[config.mk]
export PLATFORM = sky130hd
export DESIGN_NAME = led_bank_ctrl
export DESIGN_NICKNAME = d
export VERILOG_FILES = /design/src/rtl/led_bank_pkg.sv /design/src/rtl/led_tick_gen.sv /design/src/rtl/led_bank_ctrl.sv
export SDC_FILE = /design/constraint.sdc
export NUM_CORES = 1
export LEC_CHECK = 0
export ABC_AREA = 1
export BUFFER_PORTS_ARGS = -buffer_cell sky130_fd_sc_hd__buf_4
export CAP_MARGIN = 20
export CORE_UTILIZATION = 55
export CTS_BUF_LIST = sky130_fd_sc_hd__clkbuf_4 sky130_fd_sc_hd__clkbuf_8
export DETAILED_ROUTE_END_ITERATION = 7
export PLACE_DENSITY = 0.77
export REMOVE_ABC_BUFFERS = 1
export SYNTH_ARGS = -nofsm -noshare
export SYNTH_HDL_FRONTEND = slang
export SYNTH_HIERARCHICAL = 1
export SYNTH_SLANG_ARGS = --single-unit
[constraint.sdc]
create_clock -name SYSCLK -period 2.2 [get_ports SYSCLK]
set_input_delay 0 -clock SYSCLK [delete_from_list [all_inputs] [get_ports SYSCLK]]
set_output_delay 0 -clock SYSCLK [all_outputs]
set_load 0.1 [all_outputs]
[src/rtl/led_bank_pkg.sv]
// Shared mode codes and the (code, phase) -> active mapping for the LED bank.
package led_bank_pkg;

  localparam logic [3:0] LED_OFF       = 4'd0;
  localparam logic [3:0] LED_ON        = 4'd1;
  localparam logic [3:0] LED_BLK_1HZ   = 4'd2;
  localparam logic [3:0] LED_BLK_2HZ   = 4'd3;
  localparam logic [3:0] LED_BLK_4HZ   = 4'd4;
  localparam logic [3:0] LED_BLK_8HZ   = 4'd5;
  localparam logic [3:0] LED_HEARTBEAT = 4'd6;
  localparam logic [3:0] LED_LOCATE    = 4'd7;

  // Codes 8..15 are storage-only and fall through to OFF.
  function automatic logic led_active(input logic [3:0] code, input logic [3:0] ph);
    logic act;
    act = 1'b0;
    case (code)
      LED_ON:        act = 1'b1;
      LED_BLK_1HZ:   act = ph[3];
      LED_BLK_2HZ:   act = ph[2];
      LED_BLK_4HZ:   act = ph[1];
      LED_BLK_8HZ:   act = ph[0];
      LED_HEARTBEAT: act = (ph == 4'd0) || (ph == 4'd2);
      LED_LOCATE:    act = ph[1];
      default:       act = 1'b0;
    endcase
    return act;
  endfunction

endpackage

[src/rtl/led_tick_gen.sv]
// Base-tick prescaler and 4-bit shared blink phase counter.
// tick_o is a one-cycle pulse while the prescaler sits at TICK_DIV-1.
module led_tick_gen #(
  parameter int unsigned TICK_DIV = 1_562_500
) (
  input  logic       SYSCLK,
  input  logic       RESET_N,
  output logic       tick_o,
  output logic [3:0] ph_o
);

  localparam int unsigned PW = (TICK_DIV > 2) ? $clog2(TICK_DIV) : 1;

  logic [PW-1:0] presc_q, presc_d;
  logic [3:0]    ph_q, ph_d;

  assign tick_o = (presc_q == PW'(TICK_DIV - 1));
  assign ph_o   = ph_q;

  always_comb begin
    presc_d = presc_q + PW'(1);
    ph_d    = ph_q;
    if (tick_o) begin
      presc_d = '0;
      ph_d    = ph_q + 4'd1;
    end
  end

  always_ff @(posedge SYSCLK or negedge RESET_N) begin
    if (!RESET_N) begin
      presc_q <= '0;
      ph_q    <= '0;
    end else begin
      presc_q <= presc_d;
      ph_q    <= ph_d;
    end
  end

endmodule

[src/rtl/led_bank_ctrl.sv]
// N-channel status-LED controller: per-channel 4-bit mode codes behind a byte register map,
// phase-aligned blinks, heartbeat, self-expiring LOCATE and a global lamp test.
module led_bank_ctrl
  import led_bank_pkg::*;
#(
  parameter int unsigned          NUM_LED      = 4,
  parameter logic [7:0]           REG_BASE     = 8'h20,
  parameter int unsigned          TICK_DIV     = 1_562_500,
  parameter int unsigned          LOCATE_TICKS = 48,
  parameter logic [3:0]           RST_CODE     = 4'h0,
  parameter logic [NUM_LED-1:0]   ACTIVE_LOW   = '0
) (
  input  logic               SYSCLK,
  input  logic               RESET_N,
  input  logic               wr_en,
  input  logic [7:0]         wr_addr,
  input  logic [7:0]         wr_data,
  input  logic [7:0]         rd_addr,
  output logic [7:0]         rd_data,
  output logic               rd_hit,
  input  logic               lamp_test,
  output logic [NUM_LED-1:0] led_o
);

  localparam int unsigned NUM_REG = (NUM_LED + 1) / 2;
  localparam int unsigned NUM_PAD = NUM_REG * 2;

  logic                    tick;
  logic [3:0]              ph;
  logic [7:0]              wr_off, rd_off;
  logic                    wr_hit;
  logic [NUM_LED-1:0][3:0] code_vec;
  logic [NUM_PAD-1:0][3:0] code_pad;
  logic [NUM_LED-1:0]      act;
  logic [NUM_LED-1:0]      led_q, led_d;

  led_tick_gen #(.TICK_DIV(TICK_DIV)) u_tick (
    .SYSCLK  (SYSCLK),
    .RESET_N (RESET_N),
    .tick_o  (tick),
    .ph_o    (ph)
  );

  // Offset arithmetic wraps, so addresses below REG_BASE land far out of range.
  assign wr_off = wr_addr - REG_BASE;
  assign rd_off = rd_addr - REG_BASE;
  assign wr_hit = wr_en && (wr_off < 8'(NUM_REG));
  assign rd_hit = (rd_off < 8'(NUM_REG));

  for (genvar i = 0; i < NUM_LED; i++) begin : g_ch
    logic [3:0] code_q, code_d;
    logic [3:0] saved_q, saved_d;
    logic [7:0] cnt_q, cnt_d;
    logic       sel;
    logic [3:0] wcode;

    assign sel   = wr_hit && (wr_off == 8'(i / 2));
    assign wcode = (i % 2 == 1) ? wr_data[7:4] : wr_data[3:0];

    // A write always beats the tick: a 7 reloads, anything else cancels LOCATE.
    always_comb begin
      code_d  = code_q;
      saved_d = saved_q;
      cnt_d   = cnt_q;
      if (sel) begin
        if (wcode == LED_LOCATE) begin
          if (cnt_q == 8'd0) begin
            saved_d = code_q;
          end
          cnt_d  = 8'(LOCATE_TICKS);
          code_d = LED_LOCATE;
        end else begin
          code_d = wcode;
          cnt_d  = 8'd0;
        end
      end else if (tick && (cnt_q != 8'd0)) begin
        cnt_d = cnt_q - 8'd1;
        if (cnt_q == 8'd1) begin
          code_d = saved_q;
        end
      end
    end

    always_ff @(posedge SYSCLK or negedge RESET_N) begin
      if (!RESET_N) begin
        code_q  <= RST_CODE;
        saved_q <= 4'd0;
        cnt_q   <= 8'd0;
      end else begin
        code_q  <= code_d;
        saved_q <= saved_d;
        cnt_q   <= cnt_d;
      end
    end

    assign code_vec[i] = code_q;
    assign act[i]      = led_active(code_q, ph);
  end

  always_comb begin
    code_pad              = '0;
    code_pad[NUM_LED-1:0] = code_vec;
  end

  always_comb begin
    rd_data = 8'h00;
    for (int k = 0; k < int'(NUM_REG); k++) begin
      if (rd_off == 8'(k)) begin
        rd_data = {code_pad[2*k+1], code_pad[2*k]};
      end
    end
  end

  assign led_d = (act | {NUM_LED{lamp_test}}) ^ ACTIVE_LOW;
  assign led_o = led_q;

  always_ff @(posedge SYSCLK or negedge RESET_N) begin
    if (!RESET_N) begin
      led_q <= ACTIVE_LOW;
    end else begin
      led_q <= led_d;
    end
  end

endmodule

==> results.md <==
- The flow ran to the end, and the final reports show no timing, DRC or antenna violations.
- The final cycle utilization of the critical path is 88.6%.
- The placeable core region is around 0.011 mm2.
- The share of async-settable or async-resettable flops after synthesis is 100%.
- The average size of a mapped cell is 6.86 um2.
- Global routing consumed, on the met2 layer, approximately 39% of the routing resources.
- The Yosys step of the flow raised 6 warnings.
- The I/O pin total is 41.
- In this run the remaining antenna-violating nets after routing total 0.
- The initial antenna violation count came to 0.
- The most instantiated flip-flop cell in the synthesis netlist is sky130_fd_sc_hd__dfrtp_1.
- The cell count after synthesis is 885.
- The most common cell in the synthesized netlist is sky130_fd_sc_hd__nand2_1.
- The routability congestion estimate is about 0.90.
- The tool flagged a number of max-cap violations equal to 0.
- Setup slack on the worst reg-to-reg path comes out at 0.25 ns.
- The total via count after detailed routing is roughly 5500.
- The count of pins over their slew limit is 0.
- The number of CTS-inserted buffers is 9.
- In this run the worst path has a maximum fanout of 11.
- The clock drives 93 sinks.
- The number of endpoints with negative hold slack in the final report was 0.
- The count of buffer and inverter cells on the critical path is 3.
- Once the clock tree was built, the setup fixing pass inserted 0 buffers.
- The global-route wire length before repair is 22600 um.
- After clock tree synthesis, the clock-pin slew on the worst setup and hold paths is 0.09 ns.
- The number of standard-cell rows in the floorplan is 38.
- The type of destination of the critical path is a flop.
- For this run, the post-layout net count is slightly below 1000.
- Hold timing on the final database bottoms out at a slack of 0.0163 ns.
- The fraction of power spent switching nets is 25.3%.
- The initial cell density of the core is 56.3%.
- The longest individual stage delay on the worst path is approximately 0.45 ns.
- For the worst setup path, the data arrival time is about 2.2 ns.
- At the placement stage, the worst setup path has a slack of approximately 0.2 ns.
- The count of buffers added on input and output ports is 40.
- The clock skew after layout is 0.00776 ns.
- The post-route minimum period is 1.95 ns.
- The die is 107 um wide.
- The via count of the first global-routing pass is 4918.
- The worst-margin pin slew is 0.590 ns.
- The die covers 0.0115 mm2.
- Per report_power, the combinational group accounts for 10.1% of the total.
- Global routing used 3.95% of the available met3 tracks.
- The vertical extent of the die is 107 um.
- Yosys attributes the largest share of cell area to sky130_fd_sc_hd__dfrtp_1 38%, sky130_fd_sc_hd__nand2_1 17%, sky130_fd_sc_hd__inv_1 8.3%.
- Setup repair after global routing left no endpoint under its margin.
- In the global route stage, overall resource usage came out at around 25%.
- The final antenna diode count is 0.
- The final setup slack of the worst path is 0.252 ns.
- Of the total power, registers draw 51.0%.
- The clock tree from TritonCTS is done.
- The signal on the critical path passes through nor2_1 -> nand3_1 -> nor2_2 -> nand3_2 -> inv_2 -> buf_4 -> nand3_1 -> nand2_2 -> inv_1 -> nand2_1 -> nand2_1.
- Headroom to the max-slew limit came out at 60.6%.
- The min-delay analysis places its worst path in the category input pin to flop.
- The critical path is of the flop to flop type.
- The kind of cell with the highest combined delay along the critical path is simple AND/OR/NAND/NOR gates.
- In the global route stage, met1 resource usage came out at 35.0%.
- Entering global routing, the biggest net connects 65 pins.
- Summed over all layers, the routed wires come to around 13000 um.
- The cell type with the highest aggregate area in the netlist is sky130_fd_sc_hd__dfrtp_1.
- In this run, synthesis inferred 0 flip-flops with an integrated enable.
- Setup violations remaining at the end of the flow were counted as 0.
- The clock root buffer is sky130_fd_sc_hd__clkbuf_8.
- For this design the static power due to leakage is 0.00377 uW.
- After synthesis, the most frequently instantiated cells are 270 x sky130_fd_sc_hd__nand2_1, 135 x sky130_fd_sc_hd__inv_1, 93 x sky130_fd_sc_hd__dfrtp_1, 93 x sky130_fd_sc_hd__nor2_1, 74 x sky130_fd_sc_hd__nand3_1.
- The share of cells above drive strength 1 is 11.9%.
- After synthesis the netlist holds a flip-flop and latch count of just over 90.
- Timing would allow up to 513 MHz.
- The H-tree was split into 3 levels.
- The net load switching power is approximately 890 uW.
- The sum of overflow across all layers after global routing is 0.
- The type of origin of the critical path is a flop.
- The ratio of routed vias to standard cells is 5.14.
- In this run the deepest clock path goes through 2 buffers.
- The endpoint required time on the critical path is 2.46 ns.
- The number of unique standard cell types used by synthesis is 31.
- The growth of design area from synthesis to finish is 11.8%.
- The share of Yosys cell area claimed by the top area cell type is around two fifths.
- The detailed router finished its first iteration with 445 violations.
- The part of the Yosys area used for sequential elements is 38.3%.
- The clock network accounts for 38.8% of the total power.
- After synthesis the cells add up to ~0.0061 mm2.
- The slowest stage of the critical path is the sky130_fd_sc_hd__dfrtp_1 cell.
- The worst supply voltage drop on vdd is ~0.25 mV.
- The detailed-router iteration count before antenna repair is 7.
- Summed over all nets, the half-perimeter wirelength after detailed placement is between 10000 and 15000 um.
- The layer carrying the most global-route usage is met2.
- Dividing the detail-routed wire length by the instance count gives 12.4 um.
- Counting the fill cells in the layout gives 989.
- Cell internal power was estimated by the tool at approximately 2600 uW.
- The clock latency on the worst-skew pair is 0.37 ns.
- The number of remaining DRC errors is 0.
- The power per standard cell area is 521 mW/mm2.
[stage by stage]
stage | power, uW | setup TNS [ns] | std cells | utilization (%) | cell area, um2
global route | 3680 | 0 | 1074 | 62.9 | 6790
finish | 3540 | 0 | 1074 | 62.9 | 6790
detailed placement | 2200 | 0 | 1058 | 60.5 | 6530
floorplan | 2040 | -1.52 | 870 | - | 5990
global placement | 2190 | 0 | 1058 | 60.5 | 6530
CTS | 3570 | 0 | 1074 | 62.9 | 6790
[logic make-up after synthesis]
family	share of synthesized area, %
simple gates	41.1
buf+inv	10.2
flops	38.3
compound gates	5.07
fa+ha+maj	3.30
xor+xnor	2.02
[registers in the layout, indices dropped and copies added, names as in the netlist]
signal	cells
u_tick/ph_o	4
g_ch.code_q	16
u_tick/presc_q	21
led_o	4
g_ch.cnt_q	32
g_ch.saved_q	16
[path summary, 6_finish.rpt]
check                                   startpoint                  to  depth (start not counted)
worst min-delay path                    wr_data[0]   g_ch[2].code_q[0]                          5
min in group asynchronous                  RESET_N            led_o[3]                          2
worst max-delay path             u_tick/presc_q[2]   g_ch[0].code_q[2]                         11
max in group asynchronous                  RESET_N   u_tick/presc_q[4]                          3
worst min register to register  g_ch[0].saved_q[2]  g_ch[0].saved_q[2]                          2
worst max register to register   u_tick/presc_q[2]   g_ch[0].code_q[2]                         11
[timing repair]
item / 4_1_cts / 5_1_grt
hold endpoints to repair: 94 / 0
gates resized for setup: 0 / 1
hold buffers: 2 / 0
setup endpoints to repair: 0 / 2
[worst register-to-register path, cell delays in order, from the launching register on]
cell and delay [ns]:
sky130_fd_sc_hd__dfrtp_1 0.45, sky130_fd_sc_hd__nor2_1 0.16, sky130_fd_sc_hd__nand3_1 0.10, sky130_fd_sc_hd__nor2_2 0.14, sky130_fd_sc_hd__nand3_2 0.15, sky130_fd_sc_hd__inv_2 0.25, sky130_fd_sc_hd__buf_4 0.18, sky130_fd_sc_hd__nand3_1 0.08
sky130_fd_sc_hd__nand2_2 0.11, sky130_fd_sc_hd__inv_1 0.09, sky130_fd_sc_hd__nand2_1 0.07, sky130_fd_sc_hd__nand2_1 0.05
[power groups by stage]
stage	Sequential, uW	Clock (uW)	Combinational (uW)
3_5_place_dp	1840	0	357
5_1_grt	1810	1460	408
3_3_place_gp	1840	0	351
6_report	1810	1370	359
4_1_cts	1800	1400	361
2_1_floorplan	1850	0	194
[per-layer routing]
metal	part of all wire (%)	up-vias
met4	1.8	0
li1	-	2884
met3	4.7	23
met2	44	133
met5	0	-
met1	50	2475
[cell usage in the layout, fill, tap and decap left out, types with 2 or more instances in the layout]
master,n
sky130_fd_sc_hd__a21oi_1,8
sky130_fd_sc_hd__buf_4,47
sky130_fd_sc_hd__bufinv_16,3
sky130_fd_sc_hd__clkbuf_8,10
sky130_fd_sc_hd__dfrtp_1,93
sky130_fd_sc_hd__dlygate4sd3_1,2
sky130_fd_sc_hd__ha_1,16
sky130_fd_sc_hd__inv_1,135
sky130_fd_sc_hd__inv_2,6
sky130_fd_sc_hd__nand2_1,269
sky130_fd_sc_hd__nand2_2,15
sky130_fd_sc_hd__nand3_1,74
sky130_fd_sc_hd__nand3_2,6
sky130_fd_sc_hd__nand4_1,48
sky130_fd_sc_hd__nor2_1,93
sky130_fd_sc_hd__nor2_2,8
sky130_fd_sc_hd__nor2_4,8
sky130_fd_sc_hd__nor3_1,16
sky130_fd_sc_hd__nor3_2,2
sky130_fd_sc_hd__o21ai_0,45
sky130_fd_sc_hd__o21ai_1,4
sky130_fd_sc_hd__o21bai_1,3
sky130_fd_sc_hd__xnor2_1,3
sky130_fd_sc_hd__xor2_1,11
[layout make-up]
type                    instances  area [um2]  area share [%]
well taps                     140         175            2.58
clock inverters                 4        97.6            1.44
multi-input cells             635        3130            46.1
clock buffers                  10         138            2.03
inverters                     142         533            7.85
flip-flops and latches         93        2330            34.3
repair buffers                 50         393            5.78
Power figures use the tool's default switching activity.
